--- src/rtl/slc3_mem_pkg.sv ---
// slc3_mem_pkg: shared types and constants for the SLC-3 memory controller
package slc3_mem_pkg;

    typedef enum logic [1:0] {IDLE, ACCESS, DONE, IO_DONE} mem_state_t;

    typedef logic [15:0] word_t;

    localparam word_t IO_ADDR_DEFAULT = 16'hFFFF;

endpackage

--- src/rtl/slc3_io_regs.sv ---
// slc3_io_regs: hex-display register and switch read mux for the memory-mapped I/O word
module slc3_io_regs
    import slc3_mem_pkg::*;
(
    input  logic       Clk,
    input  logic       Reset,
    input  logic       en,
    input  logic       we,
    input  word_t      wdata,
    input  logic [9:0] SW,
    output word_t      hex_data,
    output word_t      io_rdata
);

    assign io_rdata = {6'b0, SW};

    // hex register only moves on an I/O write accepted from IDLE
    always_ff @(posedge Clk or negedge Reset) begin
        if (!Reset)
            hex_data <= '0;
        else if (en && we)
            hex_data <= wdata;
    end

endmodule

--- src/rtl/slc3_mem_ctrl.sv ---
// slc3_mem_ctrl: sequences CPU MAR/MDR accesses onto async SRAM with fixed wait states and memory-mapped I/O
module slc3_mem_ctrl
    import slc3_mem_pkg::*;
#(
    parameter int    WAIT_CYCLES = 2,
    parameter word_t IO_ADDR     = IO_ADDR_DEFAULT
) (
    input  logic        Clk,
    input  logic        Reset,
    input  logic        mem_req,
    input  logic        mem_we,
    input  logic [15:0] mem_addr,
    input  logic [15:0] mem_wdata,
    output logic [15:0] mem_rdata,
    output logic        mem_ready,
    input  logic [9:0]  SW,
    output logic [15:0] hex_data,
    output logic        sram_ce_n,
    output logic        sram_oe_n,
    output logic        sram_we_n,
    output logic [15:0] sram_addr,
    input  logic [15:0] sram_din,
    output logic [15:0] sram_dout,
    output logic        sram_dout_en
);

    localparam logic [3:0] CNT_LOAD = 4'(WAIT_CYCLES - 1);

    mem_state_t state, state_nxt;
    logic [3:0] cnt, cnt_nxt;
    word_t      addr_q, wdata_q, io_rdata;
    logic       we_q;

    wire accept  = (state == IDLE) && mem_req;
    wire io_hit  = accept && (mem_addr == IO_ADDR);
    wire last    = (state == ACCESS) && (cnt == 4'd0);
    wire in_acc  = (state == ACCESS);

    slc3_io_regs u_io (
        .Clk      (Clk),
        .Reset    (Reset),
        .en       (io_hit),
        .we       (mem_we),
        .wdata    (mem_wdata),
        .SW       (SW),
        .hex_data (hex_data),
        .io_rdata (io_rdata)
    );

    // state, wait counter and request latches; request fields are captured only when accepted in IDLE
    always_ff @(posedge Clk or negedge Reset) begin
        if (!Reset) begin
            state   <= IDLE;
            cnt     <= '0;
            addr_q  <= '0;
            wdata_q <= '0;
            we_q    <= 1'b0;
        end else begin
            state <= state_nxt;
            cnt   <= cnt_nxt;
            if (accept) begin
                addr_q  <= mem_addr;
                wdata_q <= mem_wdata;
                we_q    <= mem_we;
            end
        end
    end

    // read data is loaded on the completing edge of a read, from SRAM or the switches, and otherwise held
    always_ff @(posedge Clk or negedge Reset) begin
        if (!Reset)
            mem_rdata <= '0;
        else if (io_hit && !mem_we)
            mem_rdata <= io_rdata;
        else if (last && !we_q)
            mem_rdata <= sram_din;
    end

    // next state: I/O hits skip the SRAM entirely; ACCESS counts down the wait states
    always_comb begin
        state_nxt = state;
        cnt_nxt   = cnt;
        case (state)
            IDLE: begin
                state_nxt = accept ? (io_hit ? IO_DONE : ACCESS) : IDLE;
                cnt_nxt   = accept ? CNT_LOAD : cnt;
            end
            ACCESS: begin
                state_nxt = last ? DONE : ACCESS;
                cnt_nxt   = last ? cnt : cnt - 4'd1;
            end
            default: state_nxt = IDLE;
        endcase
    end

    // strobes decode straight from state so an asynchronous reset drops them immediately;
    // write data stays driven through DONE for hold time
    assign sram_ce_n    = !in_acc;
    assign sram_oe_n    = !(in_acc && !we_q);
    assign sram_we_n    = !(in_acc && we_q);
    assign sram_addr    = addr_q;
    assign sram_dout    = wdata_q;
    assign sram_dout_en = we_q && (in_acc || state == DONE);
    assign mem_ready    = (state == DONE) || (state == IO_DONE);

endmodule
--- config.mk ---
export PLATFORM = sky130hd
export DESIGN_NAME = slc3_mem_ctrl
export DESIGN_NICKNAME = d
export VERILOG_FILES = /design/src/rtl/slc3_mem_pkg.sv /design/src/rtl/slc3_io_regs.sv /design/src/rtl/slc3_mem_ctrl.sv
export SDC_FILE = /design/constraint.sdc
export NUM_CORES = 1
export LEC_CHECK = 0
export ABC_CLOCK_PERIOD_IN_PS = 2500
export CAP_MARGIN = 40
export CORE_UTILIZATION = 42
export CTS_BUF_LIST = sky130_fd_sc_hd__clkbuf_4 sky130_fd_sc_hd__clkbuf_8 sky130_fd_sc_hd__clkbuf_16
export CTS_CLUSTER_DIAMETER = 120
export DETAILED_ROUTE_END_ITERATION = 7
export GPL_TIMING_DRIVEN = 0
export HOLD_SLACK_MARGIN = 0.12
export MAX_ROUTING_LAYER = met4
export PLACE_DENSITY = 0.91
export RECOVER_POWER = 100
export SETUP_SLACK_MARGIN = 0.02
export SYNTH_ARGS = -nofsm -noshare
export SYNTH_HDL_FRONTEND = slang
export SYNTH_SLANG_ARGS = --single-unit
--- constraint.sdc ---
create_clock -name Clk -period 2.5 [get_ports Clk]
set_input_delay 0.5 -clock Clk [delete_from_list [all_inputs] [get_ports Clk]]
set_output_delay 0.5 -clock Clk [all_outputs]
set_load 0.01 [all_outputs]
# Word level (Yosys, flattened, before mapping)
# Index checks and enable logic that the tools add are counted.
[classes] add_sub_neg=1 mux=9 reduce_logical=21 n_eq_ne=6
[op_table] cell="$mux W16" n=2
[op_table] cell="$eq A16 B16 Y1 const B" n=1
[op_table] cell="$logic_and A1 B1 Y1" n=9
[op_table] cell="$mux W4" n=2
[op_table] cell="$pmux W4 S2" n=1
[op_table] cell="$mux W2" n=3
[op_table] cell="$logic_not A1 Y1" n=5
[op_table] cell="$eq A2 B2 Y1 const B" n=2
[op_table] cell="$logic_not A4 Y1" n=1
[op_table] cell="$ne A2 B2 Y1 const B" n=2
[op_table] cell="$pmux W2 S2" n=1
[op_table] cell="$reduce_bool A2 Y1" n=2
[op_table] cell="$sub A4 B1 Y4 const B" n=1
[op_table] cell="$reduce_and A3 Y1" n=1
[op_table] cell="$eq A2 B1 Y1 const B" n=1
[op_table] cell="$logic_not A2 Y1" n=1
[op_table] cell="$logic_or A1 B1 Y1" n=2
[word_totals] reg_bits=71

# Logic depth before layout (Yosys ltp)
[logic_depth] ltp_word=6 mapped_depth=9 mapped_depth_nobuf=6

# Hierarchy
# A second synthesis with hierarchy kept.
[unflattened] cells_unflattened=222 hier_area_um2=3290.7
[modules_own_cells] mod="slc3_mem_ctrl" area_per_inst_um2=2531.2 cells_per_inst=171 instances=1
[modules_own_cells] mod="slc3_io_regs" area_per_inst_um2=759.5 cells_per_inst=51 instances=1

# Least setup slack after synthesis
# No wires, ideal clock.
[synth_timing] kind="flip-flop to flip-flop" startpoint="register cnt[0]" endpoint="register mem_rdata[6]" setup_ns=0.125 path_stages_with_launch=10 t_required_ns=2.375 n_path_buf=3 path_slack_ns=0.244 synth_period_minus_slack_ns=2.256 arrival_time_ns=2.131 path_cell_list="dfrtp_1 -> inv_1 -> ha_1 -> or3b_1 -> buf_6 -> or2_1 -> buf_6 -> buf_12 -> mux2_4 -> mux2_4"
[synth_via] elab_chain_len=4
[synth_lines] item="from (decl)" line="slc3_mem_ctrl.sv:30" text="logic [3:0] cnt, cnt_nxt;"
[synth_lines] item="from (signal assigned)" line="slc3_mem_ctrl.sv:60" text="cnt <= cnt_nxt;"
[synth_lines] item="$logic_not A4 Y1" line="slc3_mem_ctrl.sv:36" text="wire last = (state == ACCESS) && (cnt == 4'd0);"
[synth_lines] item="$logic_and A1 B1 Y1" line="slc3_mem_ctrl.sv:36"
[synth_lines] item="$logic_and A1 B1 Y1" line="slc3_mem_ctrl.sv:75" text="else if (last && !we_q)"
[synth_lines] item="$reduce_bool A2 Y1 (no source line)"
[synth_lines] item="to (signal assigned)" line="slc3_mem_ctrl.sv:74" text="mem_rdata <= io_rdata;"
[synth_lines] item="to (signal assigned)" line="slc3_mem_ctrl.sv:76" text="mem_rdata <= sram_din;"
[synth_lines] item="to (decl)" line="slc3_mem_ctrl.sv:14" text="output logic [15:0] mem_rdata,"
# No other way between the ends.
# A chain may end at the register's enable or synchronous reset.

# Final worst setup path
[layout_timing] startpoint="register cnt[0]" endpoint="register mem_rdata[7]"
# Same word-level chain as after synthesis.

==> metrics.md <==
| Metric | Value |
|---|---|
| Fin. Hold Viols | `0` |
| Syn Inst Count | `208` |
| CP max FO | `10` |
| Post-DRT Antenna Nets | `0` |
| Final WS setup | `0.106 ns` |
| Worst setup path endpoint | `mem_rdata[7]$_DFFE_PN0P_` |
| Starting Density | `0.441` |
| Sequential cell area | `1780 um2` |
| Post-synth ARST share | `1.00` |
| Worst EP required | `2.72 ns` |
| Worst-Skew Late Latency | `0.32 ns` |
| Arr. time, crit path | `2.61 ns` |
| Average size of a mapped cell | `14.6 um2` |
| Post-CTS setup buffers | `0` |
| Clk slew on worst S/H paths | `0.08 ns` |
| Clock sinks | `71` |
| P&R area growth vs syn | `52.7%` |
| Initial antenna violation count | `0` |
| Commonest cells after routing, fill and taps aside | `71 x dfrtp_1, 70 x dlygate4sd3_1, 60 x mux2_2, 60 x clkdlybuf4s50_1, 10 x clkbuf_8` |
| CTS buffer count | `9` |
| Port bufs | `130` |
| Initial DRT Pass Iterations | `4` |
| Nature of the critical path startpoint | `flop` |
| Final core utilization | `0.674` |
| Number of diodes | `0` |
| Core Rows | `30` |
| H-Tree Level Count | `3` |
| RSZ-0062 raised after global routing | `false` |
| Peak VDD IR | `0.542 mV` |
| Top Ports | `131` |
| Setup CP Type | `flop to flop` |
| Max Slew Vio Count | `0` |
| Share of cells above drive strength 1 | `0.257` |
| Die height | `87.0 um` |
| FF-to-FF setup slack | `0.11 ns` |
| Yosys reg bits | `71` |
| DR vias | `2208` |
| Synth unique cells | `29` |
| Pre-CTS setup slack | `-0.216 ns` |
| Vias in the first global route | `2353` |
| Die Area | `7560 um2` |
| Yosys warnings | `0` |
| Maximum clock insertion buffer count | `2` |
| DRT iter0 DRCs | `58` |
| Via/cell ratio | `4.91` |
| Mapped Nets | `275` |
| RR Startpoint | `cnt[0]$_DFFE_PN0P_` |
| Area of the multi-input gates | `1170 um2` |
| Max-Cap Viols | `0` |
| CTS Root Cell | `clkbuf_8` |
| CTS tree | `done` |
| Hpwl dp | `5.29 mm` |
| Setup TNS Final | `0 ns` |
| Cell area after synthesis | `3030 um2` |
| Placed cell areas | `4480 um2` |
| Fillcell total | `541` |
| Fin crit share | `0.958` |
| Avg WL per Cell | `15.2 um` |
| Pwr Density | `1030 nW/um2` |
| Final Total Pwr | `4.79 mW` |
| Largest net degree at the start of global routing | `61` |
| Routed WL | `6.86 mm` |
| Clock Skews | `0.0105 ns` |
| Slew @ Worst Pin | `0.810 ns` |
| Final setup viols | `0` |
| Setup crit end kind | `flop` |
| Final Wtd Congestion | `0.809` |
| Global Route Usage Sum | `0.200` |
| Leak | `2.13 nW` |
| Top FF cell, synth | `dfrtp_1` |
| Number of synthesized flops with an enable pin | `0` |
| Peak Freq | `418 MHz` |
| Worst r2r dst | `mem_rdata[7]$_DFFE_PN0P_` |
| R2R cell count | `9` |
| Slew margin rel. | `0.460` |
| Final net count | `417` |
| Final instance area | `4630 um2` |
| Most common cell after layout, fill and taps aside | `dfrtp_1` |
| Die span in x | `87.0 um` |
| GRT overflow | `0` |
| First-pass GRT wire length | `11.2 mm` |
| CP Launch Point | `cnt[0]$_DFFE_PN0P_` |
| DR DRC count | `0` |
| Final min period | `2.39 ns` |
| Core area | `6870 um2` |
| Status | `finished clean` |
| Hold WC Path Type | `flop to flop` |
| Sequential cell area fraction in the yosys report | `0.586` |
## Yosys cell counts, types with 2 or more instances
cell type	instances	area [um2]
a22o_1	2	17.5
buf_6	2	22.5
clkbuf_1	5	18.8
dfrtp_1	71	1780
ha_1	5	62.6
inv_1	5	18.8
mux2_2	60	676
mux2_4	8	120
mux2i_1	8	80.1
nand2_1	7	26.3
nand2b_1	2	12.5
nand3_1	6	30.0
nand4_1	3	18.8
nor2_1	6	22.5
nor3_1	2	10.0
o21ai_0	2	10.0
o22ai_1	2	12.5
## flip-flops by register name, summed over array words and instances, names as in the netlist
name and count:
we_q 1, state 2, sram_addr 16, cnt 4, sram_dout 16, u_io.hex_data 16
mem_rdata 16
## power by group
| group | switching (mW) | internal, mW |
|---|---|---|
| combinational | 0.883 | 1.29 |
| clock | 0.417 | 0.380 |
| sequential | 0.222 | 1.60 |
| total | 1.52 | 3.27 |
## worst max-delay path: stages (launching register included)
cell and delay (ns):
dfrtp_1 0.41, inv_1 0.09, ha_1 0.20, or3b_1 0.37, buf_6 0.15, or2_0 0.23
buf_6 0.14, buf_6 0.15, mux2_4 0.30, mux2_4 0.25
## worst min-delay path by stage
stage                                   startpoint                       end  slack, ns  cells past startpoint
after floorplan                              Reset        cnt[0]$_DFFE_PN0P_       0.20                      0
after global placement    sram_addr[3]$_DFFE_PN0N_  sram_addr[3]$_DFFE_PN0N_       0.46                      2
after detailed placement                     Reset        cnt[2]$_DFFE_PN0P_       0.36                      1
after CTS                 sram_addr[3]$_DFFE_PN0N_  sram_addr[3]$_DFFE_PN0N_       0.49                      2
after global routing      sram_addr[3]$_DFFE_PN0N_  sram_addr[3]$_DFFE_PN0N_       0.52                      2
final                     sram_addr[3]$_DFFE_PN0N_  sram_addr[3]$_DFFE_PN0N_       0.48                      2
## logic make-up after synthesis
logic type	after synthesis	share of synthesized area
mux	76	0.289
compound gates	8	0.0190
fa+ha+maj	5	0.0206
flops	71	0.586
buf+inv	14	0.0281
simple gates	34	0.0574
## layer usage
layer / vias to the layer above / share of wire / track usage
li1: 1027 / - / -
met3: 11 / 0.055 / 0.0512
met4: 0 / 0.019 / 0.0667
met1: 1087 / 0.41 / 0.237
met5: - / 0 / -
met2: 83 / 0.51 / 0.334
## metrics by stage
step / std cells / hold WS (ns)
2_1_floorplan: 208 / 0.204
3_3_place_gp: 434 / 0.464
3_5_place_dp: 435 / 0.363
4_1_cts: 451 / 0.495
5_1_grt: 450 / 0.516
6_report: 450 / 0.480
## what timing repair did
item                                   in CTS  in global routing
hold buffers                                1                  0
endpoints found under the hold margin      11                  0
gates resized for setup                     0                  1
setup endpoints to repair                   0                  3
## cell type report
cell class	count	share of cell area
Timing Repair Buffer	132	0.284
Sequential cell	71	0.384
Clock buffer	10	0.0297
Buffer	8	0.0116
Clock inverter	5	0.00757
Inverter	5	0.00405
Multi-Input combinational cell	123	0.254
Tap cell	96	0.0259
Power figures use the tool's default switching activity.
